**src/rtl/chord_sequencer_pkg.sv**
```systemverilog
// Shared types and ROM word layout for the chord sequencer.
package chord_seq_pkg;

  typedef enum logic [2:0] {
    S_IDLE,
    S_FETCH,
    S_ROMWAIT,
    S_ISSUE,
    S_WAIT,
    S_DRAIN,
    S_DONE
  } state_t;

  localparam int ROM_W    = 16;
  localparam int EOS_BIT  = 15;
  localparam int ADV_BIT  = 14;
  localparam int NOTE_MSB = 11;
  localparam int NOTE_LSB = 6;
  localparam int DUR_MSB  = 5;
  localparam int DUR_LSB  = 0;
  localparam int NOTE_W   = 6;
  localparam int DUR_W    = 6;

  // Decoded song word; reserved bits [13:12] are dropped.
  typedef struct packed {
    logic              eos;
    logic              adv;
    logic [NOTE_W-1:0] note;
    logic [DUR_W-1:0]  dur;
  } rom_word_t;

endpackage

```
**src/rtl/chord_sequencer_if.sv**
```systemverilog
// Song ROM bus plus the note-load side towards the voice block.
interface chord_sequencer_if #(
  parameter int SONG_BITS = 2,
  parameter int IDX_BITS  = 7
);
  logic                                 play;
  logic [SONG_BITS-1:0]                 song;
  logic                                 beat;
  logic                                 note_done;
  logic [SONG_BITS+IDX_BITS-1:0]        rom_addr;
  logic [chord_seq_pkg::ROM_W-1:0]      rom_data;
  logic [chord_seq_pkg::NOTE_W-1:0]     note_to_load;
  logic [chord_seq_pkg::DUR_W-1:0]      duration;
  logic                                 load_new_note;
  logic                                 song_done;

  // Sequencer side.
  modport master (
    input  play, song, beat, note_done, rom_data,
    output rom_addr, note_to_load, duration, load_new_note, song_done
  );

  // Environment side: ROM, transport controls and voice block.
  modport slave (
    output play, song, beat, note_done, rom_data,
    input  rom_addr, note_to_load, duration, load_new_note, song_done
  );
endinterface

```
**src/rtl/chord_sequencer_beat_countdown.sv**
```systemverilog
// Beat countdown: load on issue, decrement on counted beats, flag zero.

// Enabled D flip-flop with async active-low clear.
module dffre #(
  parameter int W = 1
) (
  input  logic         clk,
  input  logic         rst_n,
  input  logic         en,
  input  logic [W-1:0] d,
  output logic [W-1:0] q
);
  // Plain storage element; holds when en is low.
  always_ff @(posedge clk or negedge rst_n)
    if (!rst_n)  q <= '0;
    else if (en) q <= d;
endmodule

module beat_countdown import chord_seq_pkg::*; (
  input  logic             clk,
  input  logic             reset,
  input  logic             load,
  input  logic [DUR_W-1:0] load_val,
  input  logic             tick,
  output logic             zero
);
  logic [DUR_W-1:0] count;
  logic [DUR_W-1:0] count_d;
  logic             count_en;

  // Load wins over a same-cycle tick; the counter never underflows.
  assign zero     = (count == '0);
  assign count_en = load | (tick & ~zero);
  assign count_d  = load ? load_val : count - DUR_W'(1);

  dffre #(.W(DUR_W)) u_cnt (
    .clk   (clk),
    .rst_n (reset),
    .en    (count_en),
    .d     (count_d),
    .q     (count)
  );
endmodule

```
**src/rtl/chord_sequencer.sv**
```systemverilog
// Walks a song ROM and issues note loads to the chords voice block.
module chord_sequencer import chord_seq_pkg::*; #(
  parameter int SONG_BITS = 2,
  parameter int IDX_BITS  = 7
) (
  input logic               clk,
  input logic               reset,
  chord_sequencer_if.master bus
);
  localparam logic [IDX_BITS-1:0] IDX_MAX = '1;

  state_t                        state, state_nxt;
  logic [IDX_BITS-1:0]           idx, idx_nxt;
  logic [SONG_BITS-1:0]          song_q, song_nxt;
  logic                          last, last_nxt;
  logic                          adv_q;
  logic [NOTE_W-1:0]             note_q;
  logic [DUR_W-1:0]              dur_q;
  logic [SONG_BITS+IDX_BITS-1:0] addr_q;
  logic                          capture, strobe, cnt_load, cnt_tick, cnt_zero;
  rom_word_t                     word;
  logic                          rsvd_unused;

  assign word.eos    = bus.rom_data[EOS_BIT];
  assign word.adv    = bus.rom_data[ADV_BIT];
  assign word.note   = bus.rom_data[NOTE_MSB:NOTE_LSB];
  assign word.dur    = bus.rom_data[DUR_MSB:DUR_LSB];
  assign rsvd_unused = ^bus.rom_data[13:12];

  beat_countdown u_beats (
    .clk      (clk),
    .reset    (reset),
    .load     (cnt_load),
    .load_val (dur_q),
    .tick     (cnt_tick),
    .zero     (cnt_zero)
  );

  // Next-state logic; every paused state simply holds.
  always_comb begin
    state_nxt = state;
    idx_nxt   = idx;
    song_nxt  = song_q;
    last_nxt  = last;
    capture   = 1'b0;
    strobe    = 1'b0;
    cnt_load  = 1'b0;
    cnt_tick  = 1'b0;
    unique case (state)
      S_IDLE: if (bus.play) begin
        song_nxt  = bus.song;
        idx_nxt   = '0;
        last_nxt  = 1'b0;
        state_nxt = S_FETCH;
      end
      S_FETCH: if (bus.play) state_nxt = S_ROMWAIT;
      S_ROMWAIT: if (bus.play) begin
        if (word.eos) state_nxt = S_DRAIN;
        else begin
          capture   = 1'b1;
          state_nxt = S_ISSUE;
        end
      end
      S_ISSUE: if (bus.play) begin
        strobe   = 1'b1;
        cnt_load = 1'b1;
        // idx saturates on the final entry so the address never wraps to 0.
        if (idx == IDX_MAX) last_nxt = 1'b1;
        else                idx_nxt  = idx + IDX_BITS'(1);
        if (adv_q)               state_nxt = S_WAIT;
        else if (idx == IDX_MAX) state_nxt = S_DRAIN;
        else                     state_nxt = S_FETCH;
      end
      S_WAIT: if (bus.play) begin
        if (cnt_zero) state_nxt = last ? S_DRAIN : S_FETCH;
        else          cnt_tick  = bus.beat;
      end
      S_DRAIN: if (bus.play && bus.note_done) state_nxt = S_DONE;
      S_DONE: if (bus.play && (bus.song != song_q)) begin
        song_nxt  = bus.song;
        idx_nxt   = '0;
        last_nxt  = 1'b0;
        state_nxt = S_FETCH;
      end
      default: state_nxt = S_IDLE;
    endcase
  end

  // State, position and address registers; the address tracks the next idx.
  always_ff @(posedge clk or negedge reset)
    if (!reset) begin
      state  <= S_IDLE;
      idx    <= '0;
      song_q <= '0;
      last   <= 1'b0;
      addr_q <= '0;
    end else begin
      state  <= state_nxt;
      idx    <= idx_nxt;
      song_q <= song_nxt;
      last   <= last_nxt;
      addr_q <= {song_nxt, idx_nxt};
    end

  // Note fields captured from ROM; they stay put until the next capture.
  always_ff @(posedge clk or negedge reset)
    if (!reset) begin
      note_q <= '0;
      dur_q  <= '0;
      adv_q  <= 1'b0;
    end else if (capture) begin
      note_q <= word.note;
      dur_q  <= word.dur;
      adv_q  <= word.adv;
    end

  assign bus.rom_addr      = addr_q;
  assign bus.note_to_load  = note_q;
  assign bus.duration      = dur_q;
  assign bus.load_new_note = strobe;
  assign bus.song_done     = (state == S_DONE);
endmodule
```
**src/flat_wrapper.sv**
```systemverilog
// flat-port wrapper written by rule: the top's interface ports become plain ports
module chord_sequencer_flat import chord_seq_pkg::*;
#(
  parameter int SONG_BITS = 2,
  parameter int IDX_BITS  = 7
)
  (clk, reset, bus_play, bus_song, bus_beat, bus_note_done, bus_rom_data, bus_rom_addr, bus_note_to_load, bus_duration, bus_load_new_note, bus_song_done);
  chord_sequencer_if #(.SONG_BITS(SONG_BITS), .IDX_BITS(IDX_BITS)) bus_i ();
  input logic clk;
  input logic reset;
  input wire logic [$bits(bus_i.play)-1:0] bus_play;
  input wire logic [$bits(bus_i.song)-1:0] bus_song;
  input wire logic [$bits(bus_i.beat)-1:0] bus_beat;
  input wire logic [$bits(bus_i.note_done)-1:0] bus_note_done;
  input wire logic [$bits(bus_i.rom_data)-1:0] bus_rom_data;
  output wire logic [$bits(bus_i.rom_addr)-1:0] bus_rom_addr;
  output wire logic [$bits(bus_i.note_to_load)-1:0] bus_note_to_load;
  output wire logic [$bits(bus_i.duration)-1:0] bus_duration;
  output wire logic [$bits(bus_i.load_new_note)-1:0] bus_load_new_note;
  output wire logic [$bits(bus_i.song_done)-1:0] bus_song_done;
  assign bus_i.play = bus_play;
  assign bus_i.song = bus_song;
  assign bus_i.beat = bus_beat;
  assign bus_i.note_done = bus_note_done;
  assign bus_i.rom_data = bus_rom_data;
  assign bus_rom_addr = bus_i.rom_addr;
  assign bus_note_to_load = bus_i.note_to_load;
  assign bus_duration = bus_i.duration;
  assign bus_load_new_note = bus_i.load_new_note;
  assign bus_song_done = bus_i.song_done;
  chord_sequencer #(.SONG_BITS(SONG_BITS), .IDX_BITS(IDX_BITS)) u_core (.clk(clk), .reset(reset), .bus(bus_i));
endmodule
```
**config.mk**
```make
export PLATFORM = sky130hd
export DESIGN_NAME = chord_sequencer_flat
export DESIGN_NICKNAME = d
export VERILOG_FILES = /design/src/rtl/chord_sequencer_pkg.sv /design/src/rtl/chord_sequencer_if.sv /design/src/rtl/chord_sequencer_beat_countdown.sv /design/src/rtl/chord_sequencer.sv /design/src/flat_wrapper.sv
export SDC_FILE = /design/constraint.sdc
export NUM_CORES = 1
export LEC_CHECK = 0
export ABC_AREA = 1
export CAP_MARGIN = 20
export CORE_UTILIZATION = 49
export DETAILED_ROUTE_END_ITERATION = 16
export GPL_ROUTABILITY_DRIVEN = 1
export PLACE_DENSITY = 0.84
export SLEW_MARGIN = 20
export SYNTH_ARGS = -nofsm -noshare
export SYNTH_HDL_FRONTEND = slang
export SYNTH_SLANG_ARGS = --single-unit
```
**constraint.sdc**
```tcl
create_clock -name clk -period 2.3 [get_ports clk]
set_clock_uncertainty 0.2 [all_clocks]
set_input_delay 0.69 -clock clk [delete_from_list [all_inputs] [get_ports clk]]
set_output_delay 0.69 -clock clk [all_outputs]
set_load 0.01 [all_outputs]
```
# Yosys cells after proc, flatten, opt, wreduce, memory -nomap -nowiden
# Cells that the tools add are included.
# totals
reg_bits	41
latch_bits	0
ram_bits	0
rom_bits	0
input_bits	23
out_inout_bits	23
elab_cells	73
mem_count	0
# classes
add_sub_neg	2
multipliers	0
div_mod_pow	0
n_lt_le_gt_ge	0
eq_ne	17
n_shift	0
mux	35
bitwise	3
reduce_logical	7
# ops
op	n
3-bit 2-to-1 mux	12
7-bit 2-to-1 mux	4
3-bit case mux with 7 select lines	1
7-bit case mux with 3 select lines	1
1-bit 2-to-1 mux	12
2-bit != test, second input constant	6
3-bit equality test, second input constant	3
8-bit AND reduction	1
7-bit by 1-bit adder with 7-bit output, second input constant	1
7-bit equality test, second input constant	1
3-bit by 2-bit equality test with 1-bit output, second input constant	2
6-bit zero test	1
6-bit 2-to-1 mux	1
2-bit by 1-bit != test with 1-bit output, second input constant	3
6-bit by 1-bit subtractor with 6-bit output, second input constant	1
5-bit AND reduction	1
2-bit 2-to-1 mux	2
2-bit case mux with 2 select lines	1
3-bit by 1-bit equality test with 1-bit output, second input constant	1
3-bit zero test	1
1-bit case mux with 3 select lines	1
3-bit nonzero test	1
1-bit logical AND	2
2-bit != test	1
other kinds (3)	3

# Depth between registers and ports, before layout
# Gate-level depths: netlist of run 1.
# depth
word_depth	6
mapped_depth	9
mapped_depth_nobuf	9

# Cells and area by module
# A second synthesis of run 1 with hierarchy kept.
# hier_totals
cells_unflattened	230
hier_area_um2	1865.5
# modules_own_cells
mod	instances	cells_per_inst	area_per_inst_um2	seq_area_each_um2
chord_sequencer	1	164	1446.4	650.6
dffre	1	25	221.5	150.1
beat_countdown	1	41	197.7	0.0

# Worst setup path after synthesis of run 1
# No wires, ideal clock.
# synth_timing
path_kind	input -> output
start	in bus_play
end	out bus_load_new_note
arrival_ps	948
t_required_ps	1410
setup_slack_ps	462
path_stages	2
n_path_buf	0
path_cell_list	inv_1 > nor2_4
# synth_between
elab_chain_cells	2
# synth_lines
item	line	rtl
start: declaration	flat_wrapper.sv:11	input wire logic [$bits(bus_i.play)-1:0] bus_play;
1-bit 2-to-1 mux	chord_sequencer.sv:64	S_ISSUE: if (bus.play) begin
1-bit 2-to-1 mux	chord_sequencer.sv:49	unique case (state)
end: declaration	flat_wrapper.sv:19	output wire logic [$bits(bus_i.load_new_note)-1:0] bus_load_new_note;
# No other way between the ends.

# Worst setup path after layout of run 1
# layout_timing
start	reg u_core.state[0]
end	out bus_song_done
# layout_between
elab_chain_cells	1
# layout_lines
item	line	rtl
start: declaration	chord_sequencer.sv:12	state_t state, state_nxt;
start signal: assignment	chord_sequencer.sv:98	state <= state_nxt;
3-bit equality test	chord_sequencer.sv:121	assign bus.song_done = (state == S_DONE);
end: declaration	flat_wrapper.sv:20	output wire logic [$bits(bus_i.song_done)-1:0] bus_song_done;
# No other way between the ends.

==> impl_metrics.env, run 1 <==
export IMPL_outcome="complete, no violations"
export IMPL_core_area_sq_um=3440
export IMPL_dp_hpwl_microns=3060
export IMPL_fin_crit_sh_pct=96.7
export IMPL_cp_arrival_ns=1.33
export IMPL_multi_input_area_sq_um=902
export IMPL_hold_path_class="flip-flop to flip-flop"
export IMPL_grt_pass1_wl_microns=7660
export IMPL_drc=0
export IMPL_path_clk_slew_ns=0.07
export IMPL_antenna_found_initial=0
export IMPL_io_pins=46
export IMPL_worst_path_max_fanout=4
export IMPL_grt_pass1_vias=1691
export IMPL_grt_max_degree=33
export IMPL_drtIter0Drc=100
export IMPL_rsz0062_at_grt="no"
export IMPL_layout_commonest_cell="nand2_1"
export IMPL_wl_met1_microns=1890
export IMPL_ys_seq_area_share_pct=44.0
export IMPL_htreeDepth=2
export IMPL_mostFrequentLayoutCells="nand2_1 (53), clkdlybuf4s50_1 (40), dfrtp_1 (30)"
export IMPL_fin_nets=295
export IMPL_cpPeakStageDelay_ns=0.45
export IMPL_syn2layout_area_growth_pct=35.4
export IMPL_dieArea_sq_um=3970
export IMPL_slew_limit_headroom_pct=71.7
export IMPL_clk_latency_ns=0.29
export IMPL_critPathSlowestCell="dfrtp_2"
export IMPL_syn_num_nets=239
export IMPL_clk_path_buf_depth=2
export IMPL_finalHoldViolCount=0
export IMPL_worst_pin_slew_ns=0.424
export IMPL_dr_pass1_iters=4
export IMPL_worstPathCellList="inv_1 > nand3_2 > inv_2 > dlygate4sd2_1"
export IMPL_drive_above_1_share_pct=18.1
export IMPL_numPortBuffers=43
export IMPL_ys_ff_latch=32
export IMPL_post_dp_cell_area_sq_um=2350
export IMPL_top_layer="met4"
export IMPL_cpLargestDelayFamily="buffers and inverters"
export IMPL_critPathLaunchType="flip-flop"
export IMPL_worst_path_buf_inv=3
export IMPL_drt_total_wl_microns=4400
export IMPL_routedWlPerCell_microns=13.9
export IMPL_critical_path_class="flip-flop to output pin"
export IMPL_initial_core_util_pct=52.9
export IMPL_grt_remaining_overflow=0
export IMPL_layout_area_seq_sq_um=803
export IMPL_numCtsBuffers=5
export IMPL_clock_sinks=32
export IMPL_ys_types=28
export IMPL_synth_yosys_warnings=0
export IMPL_powerDensity_nw_per_um2=1200
export IMPL_hold_buffers=0
export IMPL_met2_wirelength_microns=2200
export IMPL_fin_area_sq_um=2470
export IMPL_mappedNetlistArea_sq_um=1820
export IMPL_end_kind="output pin"
export IMPL_ctsRootBufferMaster="clkbuf_8"
export IMPL_routabilityCongestion=0.849
export IMPL_postRouteAntennaNets=0
export IMPL_cap_violations=0
export IMPL_cts_tree="built"
export IMPL_clock_fmax_mhz=449
export IMPL_worstPathRequired_ns=1.41
export IMPL_peakVddDrop_mv=0.568
export IMPL_min_period_ns=2.22
export IMPL_setup_violations_final=0
export IMPL_drv_slew=0
export IMPL_p_leak_nw=1.18
export IMPL_fillers=271
export IMPL_fin_tns_setup_ns=0
export IMPL_avgSynthCellArea_sq_um=8.55
export IMPL_wl_met3_microns=199
export IMPL_die_h_microns=63.0
export IMPL_syn_inst=213
export IMPL_rows=21
export IMPL_grt_util_all_layers_pct=25.4
export IMPL_die_x_microns=63.0
export IMPL_vias=1716
export IMPL_viasPerCell=5.43
export IMPL_antenna_cells=0
path summary, 6_finish.rpt:
kind	depth (start not counted)	slack [ns]	start	end
setup / recovery	4	0.08	u_core.state[0]	bus_song_done
hold / removal	2	0.29	u_core.last	u_core.last
setup reg to reg	8	0.37	flip-flop	flip-flop
hold reg to reg	2	0.29	u_core.last	u_core.last
max in group asynchronous	2	0.97	reset	u_core.state[1]
min in group asynchronous	2	0.60	reset	u_core.bus.note_to_load[3]
kinds of logic after synthesis:
logic type / share of synthesized area [%]
adder cells (fa/ha/maj): 2.06
AND/OR/NAND/NOR: 28.3
flip-flops: 44.0
buffers and inverters: 6.80
multiplexers: 9.27
XOR/XNOR: 1.44
AO/OA/AOI/OAI: 8.17
where the power goes:
group	total, mW	switching (mW)	internal (mW)
Combinational	1.43	0.708	0.725
Clock	0.532	0.211	0.321
Sequential	0.995	0.202	0.793
Total	2.96	1.12	1.84
cell type report:
type                            count  share of cell area [%]
Clock buffer                        6                    2.94
Clock inverter                      2                    1.42
Inverter                           24                    3.75
Multi-Input combinational cell    153                    36.6
Sequential cell                    32                    32.6
Tap cell                           46                    2.33
Timing Repair Buffer               53                    20.4
synthesized netlist by cell type, drive strengths merged:
| cell type | count | area [sq um] |
|---|---|---|
| nand2 | 57 | 229 |
| nand3 | 24 | 150 |
| a21oi | 4 | 20.0 |
| xnor2 | 3 | 26.3 |
| dfrtp | 32 | 801 |
| nor3 | 2 | 10.0 |
| o211ai | 2 | 15.0 |
| o21ai | 21 | 105 |
| nor2 | 14 | 70.1 |
| mux2 | 13 | 169 |
| buf | 4 | 31.3 |
| nand4 | 8 | 50.1 |
| inv | 24 | 92.6 |
| a31o | 1 | 8.76 |
| or2 | 1 | 6.26 |
| ha | 3 | 37.5 |
routing by layer:
metal / vias to the layer above / track usage (%)
li1: 827 / -
met1: 824 / 30.5
met2: 54 / 41.3
met3: 11 / 6.39
met4: 0 / 14.0
met5: - / 0
metrics by stage:
step	setup slack (ns)	total power [mW]	instances	hold slack [ns]	util, %
CTS	0.0727	2.98	316	0.285	71.7
floorplan	0.462	1.83	213	0.194	-
global route	0.0422	3.17	316	0.305	71.7
global placement	-0.503	2.35	308	0.258	68.4
detailed placement	-0.511	2.40	308	0.262	68.4
finish	0.0751	2.96	316	0.292	71.7
what timing repair did:
action | in CTS | in global routing
setup buffers | 0 | 0
resized for setup | 12 | 0
setup endpoints to repair | 2 | 0
worst min-delay path, stage by stage (launching register included):
cell	delay (ns)
dfrtp_1	0.36
nand2_1	0.06
nand2_1	0.05
Power figures use the tool's default switching activity.
==> inputs of run 2 (changes only) <==
- CTS_CLUSTER_SIZE: default -> 14
==> results of run 2 <==
The final DEF is identical to that of run 1; final timing and power are the same.
